**src/rtl/user_def_accel_pkg.sv**
```systemverilog
// Shared types and constants for the accelerator dispatch block.
package user_def_accel_pkg;

  localparam int FUNC_ID_W  = 10;
  localparam int DATA_W     = 32;
  localparam int MAX_SLOTS  = 4;
  localparam int SLOT_IDX_W = 2;

  // Returned in place of real data for unmapped commands and timed-out slots.
  localparam logic [DATA_W-1:0] ERR_DATA = 32'hDEAD_BEEF;

  // One entry per accepted command, remembering where its response comes from.
  typedef struct packed {
    logic                  unmapped;
    logic [SLOT_IDX_W-1:0] slot;
  } tag_t;

  // True when a decoded select value falls inside the window of attached slots.
  function automatic logic sel_in_window(input int sel, input int base, input int num);
    return (sel >= base) && (sel < base + num);
  endfunction

endpackage

```
**src/rtl/user_def_accel_tag_fifo.sv**
```systemverilog
// Small register-based FIFO holding the tags of outstanding commands.
// The head entry is visible combinationally so the response path adds no latency.
module user_def_accel_tag_fifo
  import user_def_accel_pkg::*;
#(
  parameter int DEPTH = 4
) (
  input  logic                     clk,
  input  logic                     reset_n,
  input  logic                     i_push,
  input  tag_t                     i_data,
  input  logic                     i_pop,
  output tag_t                     o_data,
  output logic                     o_full,
  output logic                     o_empty,
  output logic [$clog2(DEPTH):0]   o_count
);

  localparam int AW = $clog2(DEPTH);

  tag_t          r_mem [DEPTH];
  logic [AW-1:0] r_wr_ptr;
  logic [AW-1:0] r_rd_ptr;
  logic [AW:0]   r_count;
  logic          w_push;
  logic          w_pop;

  // Guard against overflow/underflow even if the caller misbehaves.
  assign w_push = i_push & (r_count != (AW+1)'(DEPTH));
  assign w_pop  = i_pop  & (r_count != '0);

  // Storage array; contents need no reset because the count qualifies them.
  always_ff @(posedge clk) begin
    if (w_push) begin
      r_mem[r_wr_ptr] <= i_data;
    end
  end

  // Pointer and occupancy bookkeeping; pointers wrap naturally (power-of-two depth).
  always_ff @(posedge clk or negedge reset_n) begin
    if (!reset_n) begin
      r_wr_ptr <= '0;
      r_rd_ptr <= '0;
      r_count  <= '0;
    end else begin
      if (w_push) begin
        r_wr_ptr <= r_wr_ptr + AW'(1);
      end
      if (w_pop) begin
        r_rd_ptr <= r_rd_ptr + AW'(1);
      end
      case ({w_push, w_pop})
        2'b10:   r_count <= r_count + (AW+1)'(1);
        2'b01:   r_count <= r_count - (AW+1)'(1);
        default: r_count <= r_count;
      endcase
    end
  end

  assign o_data  = r_mem[r_rd_ptr];
  assign o_full  = (r_count == (AW+1)'(DEPTH));
  assign o_empty = (r_count == '0);
  assign o_count = r_count;

endmodule

```
**src/rtl/user_def_accel_dispatch.sv**
```systemverilog
// Dispatches custom-instruction commands to one of several accelerator slots
// and returns their responses strictly in command order. Unmapped commands
// and slots that stay silent too long are answered with ERR_DATA.
module user_def_accel_dispatch
  import user_def_accel_pkg::*;
#(
  parameter int NUM_SLOTS       = 2,
  parameter int SLOT_SEL_LSB    = 5,
  parameter int SLOT_SEL_W      = 2,
  parameter int SLOT_BASE       = 2,
  parameter int MAX_OUTSTANDING = 4,
  parameter int TIMEOUT         = 1024
) (
  input  logic                          clk,
  input  logic                          reset_n,
  // Command from the CPU
  input  logic                          cmd_valid,
  input  logic [FUNC_ID_W-1:0]          cmd_function_id,
  input  logic [DATA_W-1:0]             cmd_inputs_0,
  input  logic [DATA_W-1:0]             cmd_inputs_1,
  output logic                          cmd_ready,
  // Response to the CPU
  output logic                          rsp_valid,
  output logic [DATA_W-1:0]             rsp_outputs_0,
  input  logic                          rsp_ready,
  // Command fan-out to slots (payload broadcast)
  output logic [NUM_SLOTS-1:0]          slot_cmd_valid,
  input  logic [NUM_SLOTS-1:0]          slot_cmd_ready,
  output logic [FUNC_ID_W-1:0]          slot_cmd_function_id,
  output logic [DATA_W-1:0]             slot_cmd_inputs_0,
  output logic [DATA_W-1:0]             slot_cmd_inputs_1,
  // Responses from slots
  input  logic [NUM_SLOTS-1:0]          slot_rsp_valid,
  input  logic [DATA_W*NUM_SLOTS-1:0]   slot_rsp_outputs_0,
  output logic [NUM_SLOTS-1:0]          slot_rsp_ready,
  // Status
  output logic                          busy,
  output logic                          err_unmapped,
  output logic                          err_timeout
);

  localparam int CNT_W = $clog2(MAX_OUTSTANDING) + 1;
  localparam int TO_W  = (TIMEOUT > 0) ? $clog2(TIMEOUT + 1) : 1;

  // ---------------------------------------------------------------------------
  // Command decode
  // ---------------------------------------------------------------------------
  logic [SLOT_SEL_W-1:0] w_sel;
  logic                  w_cmd_mapped;
  logic [SLOT_IDX_W-1:0] w_cmd_slot;
  logic [NUM_SLOTS-1:0]  w_cmd_oh;
  logic                  w_cmd_slot_ok;

  assign w_sel = cmd_function_id[SLOT_SEL_LSB +: SLOT_SEL_W];

  // Map the select field onto a slot index and a one-hot slot vector.
  always_comb begin
    w_cmd_mapped = sel_in_window(int'(w_sel), SLOT_BASE, NUM_SLOTS);
    w_cmd_slot   = '0;
    w_cmd_oh     = '0;
    if (w_cmd_mapped) begin
      w_cmd_slot = SLOT_IDX_W'(int'(w_sel) - SLOT_BASE);
    end
    for (int i = 0; i < NUM_SLOTS; i++) begin
      w_cmd_oh[i] = w_cmd_mapped && (w_cmd_slot == SLOT_IDX_W'(i));
    end
  end

  // ---------------------------------------------------------------------------
  // Tag FIFO
  // ---------------------------------------------------------------------------
  tag_t             w_push_tag;
  tag_t             w_head;
  logic             w_push;
  logic             w_pop;
  logic             w_full;
  logic             w_empty;
  logic [CNT_W-1:0] w_count;

  assign w_push_tag = '{unmapped: ~w_cmd_mapped, slot: w_cmd_slot};

  user_def_accel_tag_fifo #(
    .DEPTH (MAX_OUTSTANDING)
  ) u_tag_fifo (
    .clk     (clk),
    .reset_n (reset_n),
    .i_push  (w_push),
    .i_data  (w_push_tag),
    .i_pop   (w_pop),
    .o_data  (w_head),
    .o_full  (w_full),
    .o_empty (w_empty),
    .o_count (w_count)
  );

  // ---------------------------------------------------------------------------
  // Command handshake
  // ---------------------------------------------------------------------------
  logic [NUM_SLOTS-1:0] r_discard;

  // Only the addressed slot's ready matters; a slot still draining a stale
  // response is treated as not ready so new commands cannot overtake it.
  assign w_cmd_slot_ok  = |(w_cmd_oh & slot_cmd_ready & ~r_discard);
  assign cmd_ready      = reset_n & ~w_full & (~w_cmd_mapped | w_cmd_slot_ok);
  assign slot_cmd_valid = {NUM_SLOTS{reset_n & cmd_valid & ~w_full}} & w_cmd_oh & ~r_discard;
  assign w_push         = cmd_valid & cmd_ready;

  assign slot_cmd_function_id = cmd_function_id;
  assign slot_cmd_inputs_0    = cmd_inputs_0;
  assign slot_cmd_inputs_1    = cmd_inputs_1;

  // ---------------------------------------------------------------------------
  // Response path
  // ---------------------------------------------------------------------------
  logic                 w_head_mapped;
  logic [NUM_SLOTS-1:0] w_head_oh;
  logic                 w_head_rsp_valid;
  logic [DATA_W-1:0]    w_head_rsp_data;
  logic                 w_timed_out;
  logic                 w_rsp_valid;
  logic [TO_W-1:0]      r_to_cnt;

  assign w_head_mapped = ~w_empty & ~w_head.unmapped;

  // Select the head slot's response; a slot being drained never feeds the CPU.
  always_comb begin
    w_head_oh       = '0;
    w_head_rsp_data = '0;
    for (int i = 0; i < NUM_SLOTS; i++) begin
      w_head_oh[i] = w_head_mapped && (w_head.slot == SLOT_IDX_W'(i));
      if (w_head_oh[i]) begin
        w_head_rsp_data = slot_rsp_outputs_0[i*DATA_W +: DATA_W];
      end
    end
    w_head_rsp_valid = |(w_head_oh & slot_rsp_valid & ~r_discard);
  end

  assign w_timed_out = (TIMEOUT != 0) && w_head_mapped && (r_to_cnt == TO_W'(TIMEOUT));

  // Unmapped or timed-out heads are answered locally with ERR_DATA.
  always_comb begin
    w_rsp_valid   = 1'b0;
    rsp_outputs_0 = '0;
    if (reset_n && !w_empty) begin
      if (w_head.unmapped || w_timed_out) begin
        w_rsp_valid   = 1'b1;
        rsp_outputs_0 = ERR_DATA;
      end else if (w_head_rsp_valid) begin
        w_rsp_valid   = 1'b1;
        rsp_outputs_0 = w_head_rsp_data;
      end
    end
  end

  assign rsp_valid = w_rsp_valid;
  assign w_pop     = w_rsp_valid & rsp_ready;

  // Head slot sees the CPU's ready (withheld once the head has timed out);
  // draining slots are always ready so the stale response is swallowed.
  assign slot_rsp_ready = {NUM_SLOTS{reset_n}} &
                          ((w_head_oh & ~r_discard & {NUM_SLOTS{rsp_ready & ~w_timed_out}}) |
                           r_discard);

  // Timeout counter: the head can only change on a pop or when the FIFO leaves
  // the empty state, and the counter is zero in both cases, so clearing on pop
  // and while no mapped head exists covers every head change.
  always_ff @(posedge clk or negedge reset_n) begin
    if (!reset_n) begin
      r_to_cnt <= '0;
    end else if (w_pop || !w_head_mapped) begin
      r_to_cnt <= '0;
    end else if ((TIMEOUT != 0) && !w_head_rsp_valid && (r_to_cnt != TO_W'(TIMEOUT))) begin
      r_to_cnt <= r_to_cnt + TO_W'(1);
    end
  end

  // ---------------------------------------------------------------------------
  // Per-slot discard flags
  // ---------------------------------------------------------------------------
  logic [NUM_SLOTS-1:0] w_discard_next;

  genvar gi;
  generate
    for (gi = 0; gi < NUM_SLOTS; gi++) begin : g_slot
      // A timeout pop arms the drain (taking priority, since the head's own
      // response is still owed); a response seen while armed disarms it.
      assign w_discard_next[gi] = (w_pop && w_timed_out && w_head_oh[gi]) ? 1'b1 :
                                  (r_discard[gi] && slot_rsp_valid[gi])    ? 1'b0 :
                                  r_discard[gi];
    end
  endgenerate

  // Discard flag register.
  always_ff @(posedge clk or negedge reset_n) begin
    if (!reset_n) begin
      r_discard <= '0;
    end else begin
      r_discard <= w_discard_next;
    end
  end

  // ---------------------------------------------------------------------------
  // Status
  // ---------------------------------------------------------------------------
  // Sticky error flags, cleared only by reset.
  always_ff @(posedge clk or negedge reset_n) begin
    if (!reset_n) begin
      err_unmapped <= 1'b0;
      err_timeout  <= 1'b0;
    end else begin
      if (w_push && !w_cmd_mapped) begin
        err_unmapped <= 1'b1;
      end
      if (w_timed_out) begin
        err_timeout <= 1'b1;
      end
    end
  end

  assign busy = (w_count != '0);

endmodule

```
**config.mk**
```make
export PLATFORM = sky130hd
export DESIGN_NAME = user_def_accel_dispatch
export DESIGN_NICKNAME = d
export VERILOG_FILES = /design/src/rtl/user_def_accel_pkg.sv /design/src/rtl/user_def_accel_tag_fifo.sv /design/src/rtl/user_def_accel_dispatch.sv
export SDC_FILE = /design/constraint.sdc
export NUM_CORES = 1
export LEC_CHECK = 0
export CORE_MARGIN = 1.5
export CORE_UTILIZATION = 33
export CTS_CLUSTER_DIAMETER = 100
export CTS_CLUSTER_SIZE = 20
export DETAILED_ROUTE_END_ITERATION = 7
export GPL_ROUTABILITY_DRIVEN = 0
export PLACE_DENSITY = 0.82
export SETUP_SLACK_MARGIN = 0.05
export SLEW_MARGIN = 15
export SYNTH_ARGS = -nofsm -noshare
export SYNTH_HDL_FRONTEND = slang
export SYNTH_SLANG_ARGS = --single-unit
```
**constraint.sdc**
```tcl
create_clock -name clk -period 3 [get_ports clk]
set_input_delay 0.9 -clock clk [delete_from_list [all_inputs] [get_ports clk]]
set_output_delay 0.9 -clock clk [all_outputs]
set_load 0.005 [all_outputs]
```
Word-level counts from Yosys, hierarchy flattened
Memory sizes are Yosys's and may differ from the RTL's.
Cells that the tools add are included.
- output and inout bits: 115
- flip-flop bits (word level): 22
- memories kept: 1
- bits in writable memories: 12
- input bits: 146
- word-level logic and storage cells: 98
- memory list (name ; depth ; bits a word ; rd ports ; clocked after memory_dff ; wr ports ; RTL line ; RTL):
    u_tag_fifo.r_mem ; 4 ; 3 ; 1 ; 0 ; 1 ; user_def_accel_tag_fifo.sv:21 ; tag_t r_mem [DEPTH];
- reduce and logical (&&, ||, !) cells: 29
- mux-type cells: 18
- magnitude comparators: 1
- bitwise operators: 27
- $add $sub $neg: 6
- equality and inequality tests: 8
- operator list (cell ; number):
    $mux W32 ; 5
    $mux W11 ; 2
    $and A2 B2 Y2 ; 9
    $logic_and A1 B1 Y1 ; 13
    $add A11 B1 Y11 const B ; 1
    $eq A11 B11 Y1 const B ; 1
    $ne A11 B11 Y1 const B ; 1
    $and A1 B1 Y1 ; 10
    $mux W1 ; 9
    $reduce_bool A2 Y1 ; 4
    $eq A2 B1 Y1 const B ; 3
    $pmux W3 S2 ; 1
    $not A1 Y1 ; 5
    $add A2 B1 Y2 const B ; 2
    $logic_not A1 Y1 ; 4
    $logic_not A2 Y1 ; 2
    $reduce_or A2 Y1 ; 2
    $add A3 B1 Y3 const B ; 1
    $eq A3 B3 Y1 const B ; 1
    $logic_not A3 Y1 ; 1
    $ne A3 B3 Y1 const B ; 1
    $reduce_bool A3 Y1 ; 1
    $sub A3 B1 Y3 const B ; 1
    $eq A2 B2 Y1 const B ; 1
    other kinds (7) ; 8

Logic depth before layout (Yosys ltp)
Gate-level depths: netlist (run 1).
- depth after elaboration: 14
- mapped depth: 12
- depth with buffers taken out: 11

Hierarchy
From an unflattened synthesis (run 1), not the netlist that was laid out.
- cell total of the unflattened synthesis: 353
- area, all modules: 3190.6 sq um
- modules (own cells, without submodules) (module ; area an instance (sq um) ; instances ; cells an instance):
    user_def_accel_dispatch ; 2324.7 ; 1 ; 299
    user_def_accel_tag_fifo ; 865.8 ; 1 ; 54

Least setup slack after synthesis (run 1)
OpenSTA, ideal clock, no wires.
- path type: register to output
- start point: reg u_tag_fifo.r_rd_ptr[0]
- end point: out rsp_outputs_0[10]
- path slack: 113 ps
- stages on the path, launching flop included: 9
- buffers on the path: 3
- arrival: 1987 ps
- path through: dfrtp_1 buf_6 mux4_2 buf_6 mux2i_4 nand3_2 a21o_4 buf_6 a21oi_2
- word-level cells in the longest chain between the ends: 10
- elaborated cells on any way between the ends: 17
- classes of those cells: eq/ne (1); mux (5); bitwise (4); reduce/logical (6); memory (1)
- ends and longest elaborated chain (element ; RTL line ; RTL):
    start, declared ; user_def_accel_tag_fifo.sv:23 ; logic [AW-1:0] r_rd_ptr;
    start signal, assigned ; user_def_accel_tag_fifo.sv:50 ; r_rd_ptr <= r_rd_ptr + AW'(1);
    $mem_v2 Z4 W3 * ; - ;
    $not A1 Y1 ; user_def_accel_dispatch.sv:123 ; assign w_head_mapped = ~w_empty & ~w_head.unmapped;
    $and A1 B1 Y1 ; user_def_accel_dispatch.sv:123 ;
    $logic_and A1 B1 Y1 ; user_def_accel_dispatch.sv:130 ; w_head_oh[i] = w_head_mapped && (w_head.slot == SLOT_IDX_W'(i));
    $and A2 B2 Y2 (2 in a row) ; user_def_accel_dispatch.sv:135 ; w_head_rsp_valid = |(w_head_oh & slot_rsp_valid & ~r_discard);
    $reduce_or A2 Y1 ; user_def_accel_dispatch.sv:135 ;
    $mux W32 ; user_def_accel_dispatch.sv:148 ; end else if (w_head_rsp_valid) begin
    $mux W32 * ; user_def_accel_dispatch.sv:145 ; if (w_head.unmapped || w_timed_out) begin
    $mux W32 * ; user_def_accel_dispatch.sv:144 ; if (reset_n && !w_empty) begin
    end, declared ; user_def_accel_dispatch.sv:24 ; output logic [DATA_W-1:0] rsp_outputs_0,
Every way passes the cells marked *; elsewhere a longest branch is shown, timed or not.

Worst setup path in the final report (run 1)
- start point: reg u_tag_fifo.r_rd_ptr[0]
- end point: out rsp_outputs_0[27]
The elaborated chain is that of the path after synthesis.

==> metrics.md, run 1 <==
| Metric | Value |
|---|---|
| Nets | `600` |
| Area occupied by multi-input gates | `1690 um^2` |
| Clk sinks | `34` |
| Crit-path max FO | `5` |
| H-tree depth | `2` |
| Initial core utilization | `0.341` |
| DRT Pass-1 Iters | `4` |
| Worst-Skew Late Latency | `0.29 ns` |
| RSZ-0062 raised after global routing | `true` |
| Gr ovfl total | `0` |
| Status | `finished with violations` |
| Antenna-violating nets left | `0` |
| Arrival @ worst endpoint | `2.33 ns` |
| Max Clk Rate | `310 MHz` |
| FF+latch count, synth | `34` |
| Vias in the first global route | `2845` |
| Most frequent cells after synthesis | `buf_4 (75), nand2_1 (29), mux2_2 (25), dfrtp_1 (22), nor2_1 (21)` |
| CP startpoint kind | `register` |
| Clk_skew | `0.0106 ns` |
| Async SR Flop Fraction | `0.647` |
| Syn Area/Cell | `9.30 um^2` |
| Vias post-DR | `2796` |
| Largest area contributor in the netlist | `buf_4` |
| 1st-iter DRT viols | `140` |
| Reg area | `911 um^2` |
| RR Endpoint | `u_tag_fifo.o_count[2]$_DFFE_PN0P_` |
| Pin count of the biggest net entering global routing | `33` |
| PnR worst setup slack | `-0.230 ns` |
| Hold path start | `err_unmapped$_DFFE_PN0P_` |
| Place WS | `-0.777 ns` |
| Hpwl dp | `6850 um` |
| Initial antenna violation count | `4` |
| PortBufs | `116` |
| Netlist cell types | `47` |
| Fin. max-slew vios | `0` |
| PwrDens | `688 nW/um^2` |
| Crit path to | `rsp_outputs_0[27]` |
| Area Growth Syn to Fin | `43.2%` |
| Die Ht | `101 um` |
| Seq/Total Area, Yosys | `0.289` |
| Worst reg-to-reg setup slack | `0.14 ns` |
| Reg-to-Reg Start | `u_tag_fifo.r_rd_ptr[0]$_DFFE_PN0P_` |
| Post-Route WL | `9370 um` |
| Leak Pwr | `1.92 nW` |
| Critical path origin | `u_tag_fifo.r_rd_ptr[0]$_DFFE_PN0P_` |
| Critical path class | `reg -> out` |
| Num CTS Buffers | `5` |
| Tmin final | `3.23 ns` |
| Violations in the final reports | `negative setup slack` |
| Crit end category | `primary output` |
| Hold slack | `0.485 ns` |
| Clock buffer depth | `2` |
| Peak supply drop | `0.439 mV` |
| Filler Cell Count | `863` |
| Post-DR wirelength/cell | `16.2 um` |
| Hold_buf cts | `0` |
| Hold Violations, Final | `0` |
| Post-synth top area share | `0.179` |
| Final Setup Violations | `35` |
| GRT Total Usage | `0.181` |
| Global-route wire length before repair | `14400 um` |
| Ranking of synthesized cells by area | `buf_4 (18%), dfrtp_1 (17%), edfxtp_1 (11%), mux2_2 (8.9%), a21oi_2 (5.3%)` |
| Top FF cell, synth | `dfrtp_1` |
| DR vias/cell | `4.85` |
| Full die area | `10100 um^2` |
| Width of the chip | `101 um` |
| I/O Pins | `261` |
| Mapped Cells | `339` |
| Number of synthesized flops with an enable pin | `12` |
| Post-Syn Area | `3150 um^2` |
| DR DRC count | `0` |
| Clk slew on worst S/H paths | `0.07 ns` |
| Layout Utilization | `0.488` |
| Root buffer cell | `clkbuf_8` |
| Share of cells above drive strength 1 | `0.416` |
| CP required | `2.10 ns` |
| CTS tree | `yes` |
| Hold crit path type | `reg -> reg` |
| Row count | `35` |
| WHS Path Cells | `1` |
| Core area | `9240 um^2` |
| Max Cap Violations | `0` |
| Final Cycle Share | `1.08` |
| Most common cell in the netlist | `buf_4` |
| Reg2reg path depth | `11` |
| Yosys warnings | `0` |
layout make-up:
class | count | share of cell area
well taps | 129 | 0.0358
clock inverters | 3 | 0.00360
repair buffers | 184 | 0.356
multi-input cells | 207 | 0.375
flip-flops and latches | 34 | 0.202
inverters | 14 | 0.0116
diodes | 1 | 0.000554
clock buffers | 5 | 0.0152
where the power goes:
part	total [mW]	switching [mW]	internal, mW
clock	0.332	0.173	0.159
combinational	2.17	1.04	1.13
sequential	0.601	0.0447	0.556
cell usage in the layout, fill, tap and decap left out, types with 4 or more instances in the layout:
master,netlist,final
a21o_4,1,4
a21oi_1,13,6
a21oi_2,19,24
and2_1,6,6
buf_2,4,32
buf_4,75,45
buf_6,4,20
clkbuf_8,0,5
clkdlybuf4s50_1,0,73
conb_1,1,4
dfrtp_1,22,22
dlygate4sd2_1,0,8
edfxtp_1,12,12
ha_1,7,6
inv_1,14,14
mux2_2,25,25
mux2i_1,9,9
mux4_2,4,4
nand2_1,29,28
nand3_1,10,9
nand4_1,4,4
nor2_1,21,16
xnor2_1,7,7
xor2_1,4,4
metal layers:
metal / wire length, um / global-route usage / vias to the layer above
met5: 31 / 0 / -
met1: 3690 / 0.209 / 1326
li1: - / - / 1318
met2: 4540 / 0.305 / 115
met3: 884 / 0.0687 / 33
met4: 225 / 0.0683 / 4
kinds of logic (layout without fill, tap and decap cells):
family / count (synthesis) / count (layout) / share of synthesized area
muxes: 39 / 39 / 0.154
DFF: 34 / 34 / 0.289
xor gates and xnor gates: 11 / 11 / 0.0306
adders and majority gates: 8 / 8 / 0.0341
buffers and inverters: 104 / 206 / 0.225
and+or+nand+nor: 90 / 90 / 0.144
other: 1 / 5 / 0.00119
AOI/OAI and AO/OA: 52 / 55 / 0.123
critical path: stages (launching register included):
cell and delay, ns:
dfrtp_1 0.38, mux4_2 0.58, mux2i_4 0.27, nand3_4 0.16
a21o_4 0.29, buf_6 0.13, a21oi_2 0.10, buf_2 0.13
per-stage QoR:
| stage | setup TNS [ns] | cells | instance area (um^2) | total power [mW] |
|---|---|---|---|---|
| 2_1_floorplan | 0 | 342 | 3160 | 1.77 |
| 3_3_place_gp | -23.58 | 541 | 4180 | 2.39 |
| 3_5_place_dp | -26.33 | 541 | 4180 | 2.45 |
| 4_1_cts | -5.63 | 574 | 4480 | 3.07 |
| 5_1_grt | -9.09 | 576 | 4510 | 3.32 |
| 6_report | -5.50 | 577 | 4510 | 3.10 |
sequential cells by signal (all words and copies together), names as in the netlist:
signal / count
err_unmapped: 1
u_tag_fifo.r_wr_ptr: 2
u_tag_fifo.r_rd_ptr: 2
r_to_cnt: 11
u_tag_fifo.o_count: 3
err_timeout: 1
r_discard: 2
u_tag_fifo.r_mem: 12
repair_timing:
action | 4_1_cts | 5_1_grt
setup buffers | 22 | 2
cloned | 3 | 0
pin swaps | 17 | 6
endpoints found under the setup margin | 40 | 37
gates resized for setup | 186 | 8
worst min-delay path by stage:
stage,to
after floorplan,err_timeout$_DFFE_PN0P_
after global placement,err_unmapped$_DFFE_PN0P_
after detailed placement,err_unmapped$_DFFE_PN0P_
after CTS,err_unmapped$_DFFE_PN0P_
after global routing,err_unmapped$_DFFE_PN0P_
final,err_unmapped$_DFFE_PN0P_
Power figures use the tool's default switching activity.
==> run 2: changes to the inputs <==
- CORE_AREA: default -> 2 2 101 103
- CORE_MARGIN: 1.5 -> default
- CORE_UTILIZATION: 33 -> default
- DIE_AREA: default -> 0 0 103 105
- DONT_BUFFER_PORTS: default -> 1
- PLACE_DENSITY: 0.82 -> default
==> metrics.md, run 2 (synthesis gave the netlist of run 1 again) <==
| Metric | Value |
|---|---|
| Psw | `1.10 mW` |
| Share of cells above drive strength 1 | `0.337` |
| Core area | `9640 um^2` |
| Root buffer cell | `clkbuf_8` |
| 1st-iter DRT viols | `82` |
| Max reg flops | `12` |
| Clk slew on worst S/H paths | `0.07 ns` |
| Dpl cells | `393` |
| Arrival @ worst endpoint | `2.13 ns` |
| Gr ovfl total | `0` |
| Most common cell after layout, fill and taps aside | `nand2_1` |
| Logic pwr share | `0.612` |
| Final Setup Violations | `28` |
| GRT Total Usage | `0.140` |
| Row count | `36` |
| Initial core utilization | `0.327` |
| CP required | `2.10 ns` |
| Placed Area | `2750 um^2` |
| Finished layout cell area | `3040 um^2` |
| Die Ht | `105 um` |
| Final Cycle Share | `1.01` |
| Full die area | `10800 um^2` |
| DR DRC count | `0` |
| Worst reg-to-reg setup slack | `0.12 ns` |
| Nets | `432` |
| I/O Pins | `261` |
| PortBufs | `0` |
| PnR worst setup slack | `-0.0318 ns` |
| Finished Layout Cells | `412` |
| Hpwl dp | `6160 um` |
| Hold Violations, Final | `0` |
| DRT Pass-1 Iters | `4` |
| PwrDens | `805 nW/um^2` |
| Clock buffer depth | `2` |
| Post-DR wirelength/cell | `19.2 um` |
| DR vias/cell | `5.09` |
| H-tree depth | `2` |
| Width of the chip | `103 um` |
| Setup_tns | `-0.354 ns` |
| CP startpoint kind | `register` |
| CP bufs+invs | `0` |
| Crit end category | `primary output` |
| Crit-path max FO | `7` |
| Post-Route WL | `7900 um` |
| Tmin final | `3.03 ns` |
| Filler Cell Count | `1040` |
| Commonest cells after routing, fill and taps aside | `nand2_1 (29), mux2_2 (25), dfrtp_1 (22)` |
| Leak Pwr | `1.10 nW` |
| Sequential power share | `0.257` |
| Pint | `1.35 mW` |
| Ant diodes | `0` |
| Peak supply drop | `0.364 mV` |
| Initial antenna violation count | `1` |
| Top reg by flops | `u_tag_fifo.r_mem` |
| Fin. max-slew vios | `0` |
| Pin count of the biggest net entering global routing | `31` |
| Vias post-DR | `2096` |
| Worst-Skew Late Latency | `0.28 ns` |
| Antenna-violating nets left | `0` |
| RSZ-0062 raised after global routing | `true` |
| Global-route wire length before repair | `11700 um` |
| Max Clk Rate | `330 MHz` |
| Hold_buf cts | `0` |
| Violations in the final reports | `negative setup slack` |
| Critical path class | `reg -> out` |
| Vias in the first global route | `2135` |
| CTS tree | `yes` |
| Area Growth Syn to Fin | `-3.49%` |
| Clock Power Share | `0.131` |
| Clk sinks | `34` |
| Hold crit path type | `in -> async` |
| Max-slew headroom | `0.487` |
| CP Cell Sequence | `mux4_2 > mux2i_4 > nand3_4 > a21o_4 > a21oi_2` |
| Switching Share | `0.449` |
| Clk_skew | `0.00768 ns` |
| Crit path max-delay family | `multiplexers` |
| Worst-Margin Slew | `0.764 ns` |
| Max Cap Violations | `0` |
| Max incr delay on CP | `0.58 ns` |
| Layout Utilization | `0.316` |
| Status | `finished with violations` |
| Slowest-stage cell, CP | `mux4_2` |
| Num CTS Buffers | `5` |
| Hold slack | `0.305 ns` |
==> run 2: cell count changes in the layout (fill, tap and decap cells not counted), moves of 4 or more <==
| cell | change |
|---|---|
| a21oi_2 | -4 |
| buf_4 | -32 |
| buf_2 | -32 |
| clkdlybuf4s50_1 | -73 |
| a21oi_4 | +4 |
| dlygate4sd2_1 | -8 |
| buf_6 | -18 |
==> run 2: power groups by stage <==
stage | registers [mW] | clock network (mW) | logic (mW)
after global placement | 0.635 | 0 | 1.24
after CTS | 0.630 | 0.333 | 1.49
after detailed placement | 0.639 | 0 | 1.27
after global routing | 0.642 | 0.356 | 1.66
final | 0.629 | 0.320 | 1.50
after floorplan | 0.607 | 0 | 1.16
==> run 2: through the flow <==
stage	total power [mW]	setup WS (ns)
CTS	2.46	-0.0286
global route	2.66	-0.152
finish	2.45	-0.0318
global placement	1.88	0.217
floorplan	1.77	0.113
detailed placement	1.91	0.148
==> run 2: final timing paths <==
check / cells past startpoint / startpoint / to
max reg2reg: 11 / u_tag_fifo.r_rd_ptr[0]$_DFFE_PN0P_ / u_tag_fifo.o_count[2]$_DFFE_PN0P_
max: 5 / u_tag_fifo.r_rd_ptr[0]$_DFFE_PN0P_ / rsp_outputs_0[28]
min in group clk: 1 / u_tag_fifo.o_count[2]$_DFFE_PN0P_ / u_tag_fifo.o_count[2]$_DFFE_PN0P_
max in group asynchronous: 0 / reset_n / r_to_cnt[3]$_DFFE_PN0P_
min reg2reg: 1 / u_tag_fifo.o_count[2]$_DFFE_PN0P_ / u_tag_fifo.o_count[2]$_DFFE_PN0P_
min: 0 / reset_n / r_discard[0]$_DFFE_PN0P_
==> run 2: per-layer routing <==
layer	vias to the layer above	global-route usage	part of all wire
met5	-	0	0.0020
met4	2	0.0395	0.014
met3	20	0.0602	0.10
met2	116	0.234	0.49
met1	982	0.162	0.39
li1	976	-	-
==> run 2: final cells by class <==
cell class                 count  area (um^2)  share of cell area
clock buffer                   5         68.8              0.0226
tap                          133          166              0.0547
multi-input combinational    207         1690               0.556
timing repair buffer          16          140              0.0461
clock inverter                 3         11.3             0.00370
inverter                      14         52.6              0.0173
sequential                    34          911               0.299
==> run 2: what timing repair did <==
item | in CTS | in global routing
gates cloned | 3 | 0
hold endpoints to repair | 0 | 0
pin swaps | 9 | 0
gates resized for setup | 19 | 8
setup buffers | 7 | 1
setup endpoints to repair | 35 | 37
